`src/rtl/level_dispatch_if.sv`:
```
// Queue-consumer / level-control handshake bundle for level_dispatch.
// master = dispatcher side, slave = queue plus downstream level control.
interface level_dispatch_if #(
  parameter int DATA_W = 64,
  parameter int CNT_W  = 16
);
  logic              stop;
  logic              Qempty;
  logic [DATA_W-1:0] dataFromQ;
  logic              deQ;
  logic              lcDone;
  logic              startLC;
  logic [DATA_W-1:0] dataToLC;
  logic [2:0]        levels;
  logic              busy;
  logic              drained;
  logic [CNT_W-1:0]  dispatchCount;

  modport master (
    input  stop, Qempty, dataFromQ, lcDone,
    output deQ, startLC, dataToLC, levels,
    output busy, drained, dispatchCount
  );

  modport slave (
    output stop, Qempty, dataFromQ, lcDone,
    input  deQ, startLC, dataToLC, levels,
    input  busy, drained, dispatchCount
  );
endinterface

```
`src/rtl/level_dispatch.sv`:
```
// Pops queue entries one at a time and hands each to the
// next-level control block, waiting for lcDone between entries.
module level_dispatch #(
  parameter int          DATA_W = 64,
  parameter int unsigned LEVEL  = 1,
  parameter int          CNT_W  = 16
) (
  input logic            clk,
  input logic            rst,
  level_dispatch_if.master bus
);

  localparam logic [2:0] LVL = 3'(LEVEL);
  localparam logic [CNT_W-1:0] CNT_ONE = {{(CNT_W-1){1'b0}}, 1'b1};

  typedef enum logic [1:0] {
    IDLE,
    LOAD,
    START,
    WAIT
  } state_e;

  state_e            state_q, state_d;
  logic              deq_q, deq_d;
  logic              start_q, start_d;
  logic [DATA_W-1:0] data_q, data_d;
  logic [2:0]        lvl_q, lvl_d;
  logic              busy_q, busy_d;
  logic [CNT_W-1:0]  cnt_q, cnt_d;

  // Next state and next registered outputs
  always_comb begin
    state_d = state_q;
    deq_d   = 1'b0;
    start_d = 1'b0;
    lvl_d   = 3'b000;
    data_d  = data_q;
    busy_d  = 1'b1;
    cnt_d   = cnt_q;
    unique case (state_q)
      IDLE: begin
        busy_d = 1'b0;
        if (!bus.Qempty && !bus.stop) begin
          state_d = LOAD;
          deq_d   = 1'b1;
          data_d  = bus.dataFromQ;
          busy_d  = 1'b1;
        end
      end
      LOAD: begin
        state_d = START;
        start_d = 1'b1;
        lvl_d   = LVL;
        if (cnt_q != {CNT_W{1'b1}}) begin
          cnt_d = cnt_q + CNT_ONE;
        end
      end
      START: begin
        state_d = WAIT;
      end
      WAIT: begin
        if (bus.lcDone) begin
          state_d = IDLE;
          busy_d  = 1'b0;
        end
      end
      default: begin
        state_d = IDLE;
        busy_d  = 1'b0;
      end
    endcase
  end

  // State and output registers, cleared immediately on reset
  always_ff @(posedge clk or posedge rst) begin
    if (rst) begin
      state_q <= IDLE;
      deq_q   <= 1'b0;
      start_q <= 1'b0;
      data_q  <= '0;
      lvl_q   <= 3'b000;
      busy_q  <= 1'b0;
      cnt_q   <= '0;
    end else begin
      state_q <= state_d;
      deq_q   <= deq_d;
      start_q <= start_d;
      data_q  <= data_d;
      lvl_q   <= lvl_d;
      busy_q  <= busy_d;
      cnt_q   <= cnt_d;
    end
  end

  assign bus.deQ           = deq_q;
  assign bus.startLC       = start_q;
  assign bus.dataToLC      = data_q;
  assign bus.levels        = lvl_q;
  assign bus.busy          = busy_q;
  assign bus.dispatchCount = cnt_q;
  assign bus.drained       = bus.stop & bus.Qempty
                           & (state_q == IDLE);

endmodule

```
`src/flat_wrapper.sv`:
```
// flat-port wrapper written by rule: the top's interface ports become plain ports
module level_dispatch_flat 
#(
  parameter int          DATA_W = 64,
  parameter int unsigned LEVEL  = 1,
  parameter int          CNT_W  = 16
)
  (clk, rst, bus_stop, bus_Qempty, bus_dataFromQ, bus_lcDone, bus_deQ, bus_startLC, bus_dataToLC, bus_levels, bus_busy, bus_drained, bus_dispatchCount);
  level_dispatch_if #(.DATA_W(DATA_W), .CNT_W(CNT_W)) bus_i ();
  input logic clk;
  input logic rst;
  input wire logic [$bits(bus_i.stop)-1:0] bus_stop;
  input wire logic [$bits(bus_i.Qempty)-1:0] bus_Qempty;
  input wire logic [$bits(bus_i.dataFromQ)-1:0] bus_dataFromQ;
  input wire logic [$bits(bus_i.lcDone)-1:0] bus_lcDone;
  output wire logic [$bits(bus_i.deQ)-1:0] bus_deQ;
  output wire logic [$bits(bus_i.startLC)-1:0] bus_startLC;
  output wire logic [$bits(bus_i.dataToLC)-1:0] bus_dataToLC;
  output wire logic [$bits(bus_i.levels)-1:0] bus_levels;
  output wire logic [$bits(bus_i.busy)-1:0] bus_busy;
  output wire logic [$bits(bus_i.drained)-1:0] bus_drained;
  output wire logic [$bits(bus_i.dispatchCount)-1:0] bus_dispatchCount;
  assign bus_i.stop = bus_stop;
  assign bus_i.Qempty = bus_Qempty;
  assign bus_i.dataFromQ = bus_dataFromQ;
  assign bus_i.lcDone = bus_lcDone;
  assign bus_deQ = bus_i.deQ;
  assign bus_startLC = bus_i.startLC;
  assign bus_dataToLC = bus_i.dataToLC;
  assign bus_levels = bus_i.levels;
  assign bus_busy = bus_i.busy;
  assign bus_drained = bus_i.drained;
  assign bus_dispatchCount = bus_i.dispatchCount;
  level_dispatch #(.DATA_W(DATA_W), .LEVEL(LEVEL), .CNT_W(CNT_W)) u_core (.clk(clk), .rst(rst), .bus(bus_i));
endmodule
```
`config.mk`:
```
export PLATFORM = sky130hd
export DESIGN_NAME = level_dispatch_flat
export DESIGN_NICKNAME = d
export VERILOG_FILES = /design/src/rtl/level_dispatch_if.sv /design/src/rtl/level_dispatch.sv /design/src/flat_wrapper.sv
export SDC_FILE = /design/constraint.sdc
export NUM_CORES = 1
export LEC_CHECK = 0
export ABC_AREA = 0
export BUFFER_PORTS_ARGS = -buffer_cell sky130_fd_sc_hd__buf_2
export CORE_ASPECT_RATIO = 1.2
export CORE_UTILIZATION = 35
export CTS_CLUSTER_DIAMETER = 40
export DETAILED_ROUTE_END_ITERATION = 6
export GPL_ROUTABILITY_DRIVEN = 0
export SLEW_MARGIN = 20
export SYNTH_ARGS = -nofsm -noshare
export SYNTH_HDL_FRONTEND = slang
export SYNTH_SLANG_ARGS = --single-unit
```
`constraint.sdc`:
```
create_clock -name clk -period 5.4 [get_ports clk]
set_input_delay 0.54 -clock clk [delete_from_list [all_inputs] [get_ports clk]]
set_output_delay 0.54 -clock clk [all_outputs]
set_load 0.05 [all_outputs]
```
=== After elaboration in Yosys (flattened, before gate mapping) ===
Cells that the tools add are included.

* Output and inout bits: 87
* Bits of input ports: 69
* Register bits: 86

* $add $sub $neg: 1
* Reductions and logical operators: 7
* Bitwise logic cells: 2
* Muxes and demuxes: 9
* Equal/unequal tests: 6

{| class="wikitable"
|+ Operator list
! cell !! count
|-
| adder 16 x 1 -> 16 bit (second input constant) || 1
|-
| inequality test 16 bit (second input constant) || 1
|-
| case mux 2 bit (4 select lines) || 1
|-
| AND reduction 2 bit || 3
|-
| 2-to-1 mux 1 bit || 5
|-
| == test 2 bit (second input constant) || 2
|-
| 2-to-1 mux 2 bit || 2
|-
| bitwise AND 1 bit || 2
|-
| == test 2 x 1 -> 1 bit (second input constant) || 1
|-
| logical NOT 1 bit || 2
|-
| logical NOT 2 bit || 1
|-
| inequality test 2 x 1 -> 1 bit (second input constant) || 1
|-
| inequality test 2 bit (second input constant) || 1
|-
| case mux 1 bit (2 select lines) || 1
|-
| logical AND 1 bit || 1
|}

=== Logic depth before layout (Yosys ltp) ===
Gate-level depths: netlist of the first run.

* Depth after elaboration: 4
* Depth in mapped cells: 6
* Depth with buffers taken out: 6

=== Worst setup path before layout of the first run ===
OpenSTA, ideal clock, no wires.

* Kind: flip-flop to flip-flop
* From: register u_core.cnt_q[7], in the netlist u_core.bus.dispatchCount[7]
* To: register u_core.cnt_q[1], in the netlist u_core.bus.dispatchCount[1]
* Cell stages (with the launch flop): 6
* Setup time: 128 ps
* Data required time: 5272 ps
* Period minus slack after synthesis: 2088 ps
* Buffers on the path: 0
* Arrival: 1960 ps
* Setup slack: 3312 ps
* Cells stage by stage: dfrtp_1 -> nand4_2 -> nor4_4 -> nand4_4 -> nand2_1 -> mux2_1

* Word-level cells in the longest chain between the ends: 2

{| class="wikitable"
|+ Ends and longest elaborated chain
! what !! line !! RTL
|-
| start, declared || level_dispatch.sv:29 || <nowiki>logic [CNT_W-1:0] cnt_q, cnt_d;</nowiki>
|-
| start signal, assigned || level_dispatch.sv:91 || <nowiki>cnt_q <= cnt_d;</nowiki>
|-
| inequality test 16 bit || level_dispatch.sv:54 || <nowiki>if (cnt_q != {CNT_W{1'b1}}) begin</nowiki>
|-
| AND reduction 2 bit (no source line) || -- ||
|}

No other way between the ends.
A chain may end at the register's enable or synchronous reset.

=== Worst setup path after layout of the first run ===
* From: register u_core.state_q[0]
* To: output port bus_drained

* Word-level cells in the longest chain between the ends: 2

{| class="wikitable"
|+ Ends and longest elaborated chain
! what !! line !! RTL
|-
| start, declared || level_dispatch.sv:23 || <nowiki>state_e state_q, state_d;</nowiki>
|-
| start signal, assigned || level_dispatch.sv:85 || <nowiki>state_q <= state_d;</nowiki>
|-
| logical NOT 2 bit || level_dispatch.sv:102 || <nowiki>& (state_q == IDLE);</nowiki>
|-
| bitwise AND 1 bit || level_dispatch.sv:102 ||
|-
| end, declared || flat_wrapper.sv:21 || <nowiki>output wire logic [$bits(bus_i.drained)-1:0] bus_drained;</nowiki>
|}

No other way between the ends.

==> results of run 1 <==
-- placed cells by master (no fill, tap or decap), types with 2 or more instances in the layout --
cell type / Yosys / final
buf_2: 6 / 153
dfrtp_1: 85 / 85
mux2_2: 64 / 64
clkbuf_16: 0 / 9
xnor2_1: 8 / 8
nand2_1: 7 / 7
nand3_1: 6 / 6
nor2_1: 6 / 6
ha_1: 5 / 5
and3_1: 4 / 4
xor2_1: 4 / 4
a21oi_1: 4 / 4
clkinv_2: 0 / 3
nand4_1: 3 / 3
inv_1: 3 / 2
or3_1: 2 / 2
nor3_1: 2 / 2
conb_1: 1 / 2
clkbuf_8: 0 / 2
bufinv_16: 0 / 2
buf_4: 3 / 2
-- sequential cells by signal, summed over array words and instances (netlist names) --
register and flops:
u_core.bus.dispatchCount 16, u_core.bus.busy 1, u_core.bus.deQ 1, u_core.bus.startLC 1
u_core.state_q 2, u_core.bus.dataToLC 64
-- worst max path at each step --
| stage | endpoint | slack (ps) | startpoint |
|---|---|---|---|
| after detailed placement | u_core.bus.dataToLC[34] | 3430 | u_core.state_q[0] |
| after floorplan | u_core.bus.busy | 2670 | rst |
| after global placement | u_core.bus.dataToLC[34] | 3510 | u_core.state_q[1] |
| after global routing | bus_drained | 3290 | u_core.state_q[0] |
| final | bus_drained | 3360 | u_core.state_q[0] |
| after CTS | bus_drained | 3340 | u_core.state_q[0] |
-- final cells by class --
type	instances	area, um2	share of cell area, %
clock buffer	12	256	5.54
clock inverter	4	70.1	1.51
inverter	3	12.5	0.270
multi-input combinational	132	1220	26.3
sequential	85	2130	45.9
tap	123	154	3.32
timing repair buffer	156	792	17.1
-- per-stage QoR --
step | hold slack, ps | worst slack [ps]
after floorplan | 528 | 2670
after global placement | 484 | 3510
after detailed placement | 489 | 3430
after CTS | 419 | 3340
after global routing | 423 | 3290
final | 375 | 3360
-- logic make-up (layout without fill, tap and decap cells) --
kind of cell	after synthesis	count (layout)	synth area share, %
other cells	1	2	0.110
xor+xnor	12	12	3.09
compound gates	9	9	1.73
mux	65	65	21.5
flops	85	85	62.5
simple gates	39	39	7.24
fa+ha+maj	5	5	1.84
buf+inv	13	175	1.99
-- cell usage after synthesis --
master and n:
nand4_1 3, clkbuf_1 1, o21ai_0 1, xor2_1 4
inv_1 3, nand4_2 1, buf_2 6, or3_1 2
and4_1 1, buf_4 3, nor4_1 1, a21oi_1 4
ha_1 5, conb_1 1, nor2_1 6, a41oi_1 1
nand3b_1 1, o211ai_1 1, xnor2_1 8, nor3b_1 1
o21a_1 1, nand4_4 1, o32a_1 1, nand3_1 6
nor3_1 2, mux2_2 64, nand2_1 7, nor4bb_1 1
mux2_1 1, dfrtp_1 85, and3_1 4, nor4_4 1
nor2b_1 1
-- per-layer routing --
metal	GRT usage, %	vias to the layer above	wire length (um)
met2	23.3	85	3560
met5	0	-	0
met3	3.29	11	442
met4	8.59	0	149
met1	16.2	1169	2830
li1	-	1124	-
-- tightest hold or removal path, stage by stage --
cell      delay (ps)
buf_2            100
clkinv_2          40
buf_6            530
==> out/results.ini, run 1 <==
[drt]
viasPerCell=4.64
drc=0
drt_iter0_markers=41
ant_nets=0
vias=2389
drt_first_pass_iters=4
drt_wl_total_um=6970
wl_per_cell_um=13.5

[logic_synthesis]
synth_seq_cells=85
yosysWarnings=0
syn_avg_cell_area_um2=14.9
synth.distinct_cells=33
syn_area_um2=3400
synth.area.top_cells=dfrtp_1 63%, mux2_2 21%, xnor2_1 2.1%
synth_top_area_share_pct=62.5
syn_inst=229
yosysSeqAreaShare_pct=62.5
yosysTopAreaCell=dfrtp_1

[worst_setup_path]
cpLargestDelayFamily=flip-flops
critical_path.max_stage_delay_ps=420
path_cells=inv_1 > ha_1 > and3_1 > buf_2
r2r-end=u_core.bus.dataToLC[34]
cpMaxStageDelayCell=dfrtp_1
crit_required_ps=4860
crit_path_max_fanout=4
rr_worst_depth=5
regToRegStartpoint=u_core.state_q[0]
path_depth=4
timing.critical_path.buf_inv=2
reg2reg_setup_slack_ps=3430
crit_type=flip-flop to output port
worst_ep_arrival_time_ps=1500
start_kind=flip-flop
end_kind=output port

[finish]
diodes=0
drive_gt1_share_pct=61.2
final_util_pct=48.9
finalNonFillerCells=515
syn2layout_area_growth_pct=36.0
nNetsFinal=461
fin_area_um2=4630
fillCellCount=899

[clock_network]
path_clk_slew_ps=60
clock-root-buffer=clkbuf_16
clockBufferDepth=2
htreeDepth=3
insertion_delay_ps=330
clock-sinks=85
cts_tree=done
numCtsBuffers=9
ctsHoldBuffers=0
ctsResizeCount=0
post_cts_buffers=0

[worst_hold_path]
min_path_type=input port to async pin

[global_route]
overflow=0
grt_use_total_pct=13.9
antenna_found_initial=1
grt_start_max_net_pins=86
grt_pass1_wl_um=10800
grt_pass1_vias=2302

[placed_design]
port-buffer-count=153
dp_hpwl_um=4930
placedCellCount=499
placed_cell_area_um2=4300

[job]
maxCapViolations=0

[timing]
period_minus_slack_ps=2040
fin_crit_sh_pct=37.7
finalClockSkew_ps=8.15
setup_viol_count_final=0
worstMarginPinSlew_ps=784
max_freq_mhz=491
rsz0062_at_grt=false
tns_ps=0
relSlewSlack_pct=47.7
report.final.slew_viol_count=0
hold_violations=0

[die]
die_area_um2=10100
chipHeight_um=110
io_pins=156
coreArea_um2=9470
num_rows=39
die_x_um=92.0
initial_core_util_pct=36.0

[run_status]
outcome=complete, no violations

Power of run 1 is not shown: default switching activity piles up to over one toggle a cycle in this logic, so the estimate is an artifact.
==> run 2: changes to the inputs <==
Settings changed: PLACE_DENSITY set to 0.65.
Clock period 5.4 ns to 1.8 ns, I/O delays scaled along.
==> run 2 against run 1 <==
Core utilization up 1.5 points. Register-to-register slack worse by 3300 ps. Clock skew down 2.1 ps. Sequential cell count unchanged. Worst setup slack worse by 3300 ps. Worst hold slack worse by 300 ps. Design area up 3.1%. First-iteration DRC count up 9.8%. Routed wire length up 2.7%. Sequential share of layout area down 0.99 points. Critical path type unchanged. Highest routed layer unchanged.
==> out/results.ini, run 2 (synthesis gave the netlist of run 1 again) <==
[run_status]
outcome=complete, no violations

[global_route]
grt_use_total_pct=14.2
grt_pass1_vias=2402
grt_pass1_wl_um=10900
grt_start_max_net_pins=39
overflow=0
antenna_found_initial=0

[die]
coreArea_um2=9470
initial_core_util_pct=36.0
die_x_um=92.0
chipHeight_um=110
num_rows=39
die_area_um2=10100
io_pins=156

[worst_setup_path]
crit_end=bus_drained
rr_worst_depth=5
regToRegStartpoint=u_core.state_q[0]
crit_type=flip-flop to output port
end_kind=output port
crit_path_max_fanout=4
start_kind=flip-flop
critPathLaunch=u_core.state_q[0]
worst_ep_arrival_time_ps=1550
reg2reg_setup_slack_ps=90
r2r-end=u_core.bus.dataToLC[12]
crit_required_ps=1620

[placed_design]
placedCellCount=505
dp_hpwl_um=5410
port-buffer-count=153
dp_slack_ps=17.1
placed_cell_area_um2=4430

[finish]
final_util_pct=50.4
nNetsFinal=473
final_common_cell=buf_2
final_cell_mix=153 x buf_2, 71 x dfrtp_1, 64 x mux2_2
largest_reg_flops=64
drive_gt1_share_pct=66.5
finalNonFillerCells=527
syn2layout_area_growth_pct=40.2
fin_area_um2=4770

[drt]
ant_nets=0
drt_wl_total_um=7160
vias=2442
drt_first_pass_iters=4
viasPerCell=4.63
met3WireLength_um=494
drc=0
drt_iter0_markers=45
routed.top_layer=met4
wl_per_cell_um=13.6
wl_met2_um=3610
wl_met1_um=2920

[timing]
setup_viol_count_final=0
fin_ws_ps=71.1
report.final.slew_viol_count=0
hold_violations=0
rsz0062_at_grt=true
period_minus_slack_ps=1730
finalClockSkew_ps=6.08
max_freq_mhz=578
fin_hold_ws_ps=75.9
tns_ps=0
fin_crit_sh_pct=96.0

[power]
power_mw=10.3
p_sw_mw=5.06
switching_share_pct=49.0
power.share.clock_pct=16.0
power_density_nw_per_um2=2160
p_comb_share_pct=52.6
seqPwrFrac_pct=31.4
p_leak_nw=2.34
ir_worst_vdd_uv=1060
p_int_mw=5.26

[clock_network]
clockBufferDepth=2
htreeDepth=3
clock-root-buffer=clkbuf_16
insertion_delay_ps=330
clock-sinks=85
cts_tree=done
path_clk_slew_ps=60
numCtsBuffers=9

[worst_hold_path]
min_path_type=input port to flip-flop
min_path_cells=2

[job]
maxCapViolations=0

[run 2: what timing repair did]
item                       CTS  global route
pin swaps                    0             2
hold buffers                 1             0
setup endpoints to repair    1            60
gates resized for setup      1             5
buffers inserted             0             5
hold endpoints to repair    17             0
[run 2: worst max-delay path: stages, from the launching register on]
cell and delay (ps):
dfrtp_1 410, inv_1 110, ha_1 180, buf_4 120
and3_1 130, buf_2 260
[run 2: worst min path at each step]
stage	startpoint	endpoint
finish	bus_dataFromQ[32]	u_core.bus.dataToLC[32]
detailed placement	rst	u_core.bus.dispatchCount[7]
CTS	bus_dataFromQ[49]	u_core.bus.dataToLC[49]
floorplan	bus_dataFromQ[1]	u_core.bus.dataToLC[1]
global route	bus_dataFromQ[59]	u_core.bus.dataToLC[59]
global placement	rst	u_core.bus.dispatchCount[9]
[run 2: power by group through the flow]
stage / registers [mW] / logic, mW / clock network (mW)
floorplan: 6.16 / 1.22 / 0
global placement: 3.23 / 5.33 / 0
detailed placement: 3.27 / 5.40 / 0
CTS: 3.25 / 5.41 / 1.70
global route: 3.36 / 5.69 / 1.77
finish: 3.24 / 5.43 / 1.65
[run 2: per-layer routing]
| layer | up-vias | global-route usage, % |
|---|---|---|
| li1 | 1150 | - |
| met1 | 1187 | 16.0 |
| met2 | 95 | 24.3 |
| met3 | 10 | 4.32 |
| met4 | 0 | 7.70 |
| met5 | - | 0 |
[run 2: cell type report]
type,instances,area (um2)
antenna,1,2.50
clock buffer,13,250
clock inverter,2,10.0
fill,849,4700
inverter,3,15.0
multi-input combinational,132,1240
sequential,85,2140
tap,123,154
timing repair buffer,168,951
Note: power is estimated with default switching activity, not from simulation.
==> run 3: changes to the inputs <==
Settings changed: BUFFER_PORTS_ARGS -buffer_cell sky130_fd_sc_hd__buf_2 to -buffer_cell sky130_fd_sc_hd__clkbuf_2.
==> run 3 against run 2 <==
Global-route usage decreased by 0.064 points. Die area unchanged. Sequential power about the same. Sequential share of layout area decreased by 1.1 points. Worst hold slack got worse by 0.75 ps. First-iteration DRC count unchanged. Register-to-register slack got worse by 30 ps. Core utilization increased by 1.3 points. Non-clock buffer count increased by 6. Count of clock-buffer cells in the layout decreased by 1.
==> out/results.ini, run 3 (synthesis gave the netlist of run 1 again) <==
[die]
die_area_um2=10100
coreArea_um2=9470
die_x_um=92.0
io_pins=156
num_rows=39
chipHeight_um=110
initial_core_util_pct=36.0

[drt]
vias=2442
drt_first_pass_iters=4
viasPerCell=4.58
drt_wl_total_um=7680
ant_nets=0
drt_iter0_markers=45
drc=0
wl_per_cell_um=14.4

[worst_hold_path]
min_path_cells=2
hold_path_end=u_core.bus.dataToLC[12]
min_from=bus_dataFromQ[12]
min_path_type=input port to flip-flop

[clock_network]
insertion_delay_ps=330
htreeDepth=3
numCtsBuffers=9
clock-root-buffer=clkbuf_16
clockBufferDepth=2
clock-sinks=85
path_clk_slew_ps=60
cts_tree=done

[global_route]
grt_pass1_vias=2367
antenna_found_initial=0
grt_pass1_wl_um=11100
overflow=0
grt_start_max_net_pins=49
grt_use_total_pct=14.1

[worst_setup_path]
start_kind=flip-flop
worst_ep_arrival_time_ps=1950
reg2reg_setup_slack_ps=60
crit_path_max_fanout=12
path_cells=inv_1 > ha_2 > nor3b_4 > buf_6 > clkbuf_16 > mux2_2
timing.critical_path.buf_inv=3
crit_required_ps=2010
critical_path.max_stage_delay_ps=410
r2r-end=u_core.bus.dataToLC[29]
cpLargestDelayFamily=buffers and inverters
rr_worst_depth=6
end_kind=flip-flop
crit_type=flip-flop to flip-flop
regToRegStartpoint=u_core.state_q[0]
cpMaxStageDelayCell=dfrtp_1

[power]
power_density_nw_per_um2=2160
power_mw=10.6
p_leak_nw=2.42
ir_worst_vdd_uv=1160

[timing]
worstMarginPinSlew_ps=501
fin_crit_sh_pct=96.6
period_minus_slack_ps=1740
relSlewSlack_pct=66.5
hold_violations=0
fin_ws_ps=61.0
max_freq_mhz=575
report.final.slew_viol_count=0
setup_viol_count_final=0
finalClockSkew_ps=5.10

[placed_design]
dp_hpwl_um=5190
port-buffer-count=153
placed_cell_area_um2=4410
dp_slack_ps=17.4

[finish]
nNetsFinal=479
final_common_cell=clkbuf_2
diodes=0
fin_area_um2=4900
final_util_pct=51.7
final_cell_mix=152 x clkbuf_2, 71 x dfrtp_1, 64 x mux2_2
drive_gt1_share_pct=68.0
syn2layout_area_growth_pct=43.9
largest_reg_flops=64

[job]
maxCapViolations=0

[run_status]
outcome=complete, no violations

==> run 3: cell type report <==
type                    instances  area (um2)
multi-input cells             132        1250
repair buffers                174        1020
clock inverters                 4        45.0
well taps                     123         154
fillers                       852        4570
inverters                       3        15.0
flip-flops and latches         85        2140
clock buffers                  12         267
==> run 3: metal layers <==
layer / track usage (%) / share of wire, %
met2: 23.8 / 50
met1: 16.6 / 43
met3: 3.16 / 5.6
met4: 8.71 / 2.0
met5: 0 / 0
==> run 3: timing repair <==
item / in CTS / in global routing
setup buffers: 0 / 8
endpoints found under the setup margin: 0 / 71
hold buffers: 1 / 0
hold endpoints to repair: 18 / 0
gates resized for setup: 0 / 15
==> run 3: worst reg2reg max path: stages, from the launching register on <==
cell       delay, ps
dfrtp_1          410
inv_1            100
ha_2             190
nor3b_4          200
buf_6            170
clkbuf_16        180
mux2_2           360
==> run 3: how the worst max path moves through the flow <==
stage                     cells past startpoint                           to                        start  slack, ps
final                                         6      u_core.bus.dataToLC[29]            u_core.state_q[0]         60
after global routing                          6      u_core.bus.dataToLC[48]            u_core.state_q[0]        -20
after CTS                                     5      u_core.bus.dataToLC[29]            u_core.state_q[0]          3
after detailed placement                      5      u_core.bus.dataToLC[15]            u_core.state_q[0]         20
after global placement                        5       u_core.bus.dataToLC[1]            u_core.state_q[0]         90
after floorplan                               5  u_core.bus.dispatchCount[1]  u_core.bus.dispatchCount[4]          2
==> run 3: through the flow <==
| step | hold slack, ps | std cells | TNS, ps |
|---|---|---|---|
| 6_report | 75.2 | 533 | 0 |
| 5_1_grt | 65.9 | 533 | -171 |
| 4_1_cts | 62.9 | 522 | 0 |
| 3_5_place_dp | 242 | 505 | 0 |
| 3_3_place_gp | 234 | 505 | 0 |
| 2_1_floorplan | 332 | 230 | 0 |
==> run 3: power breakdown <==
part	switching (mW)	internal (mW)
logic	3.92	1.52
clock network	0.705	1.18
registers	0.493	2.77
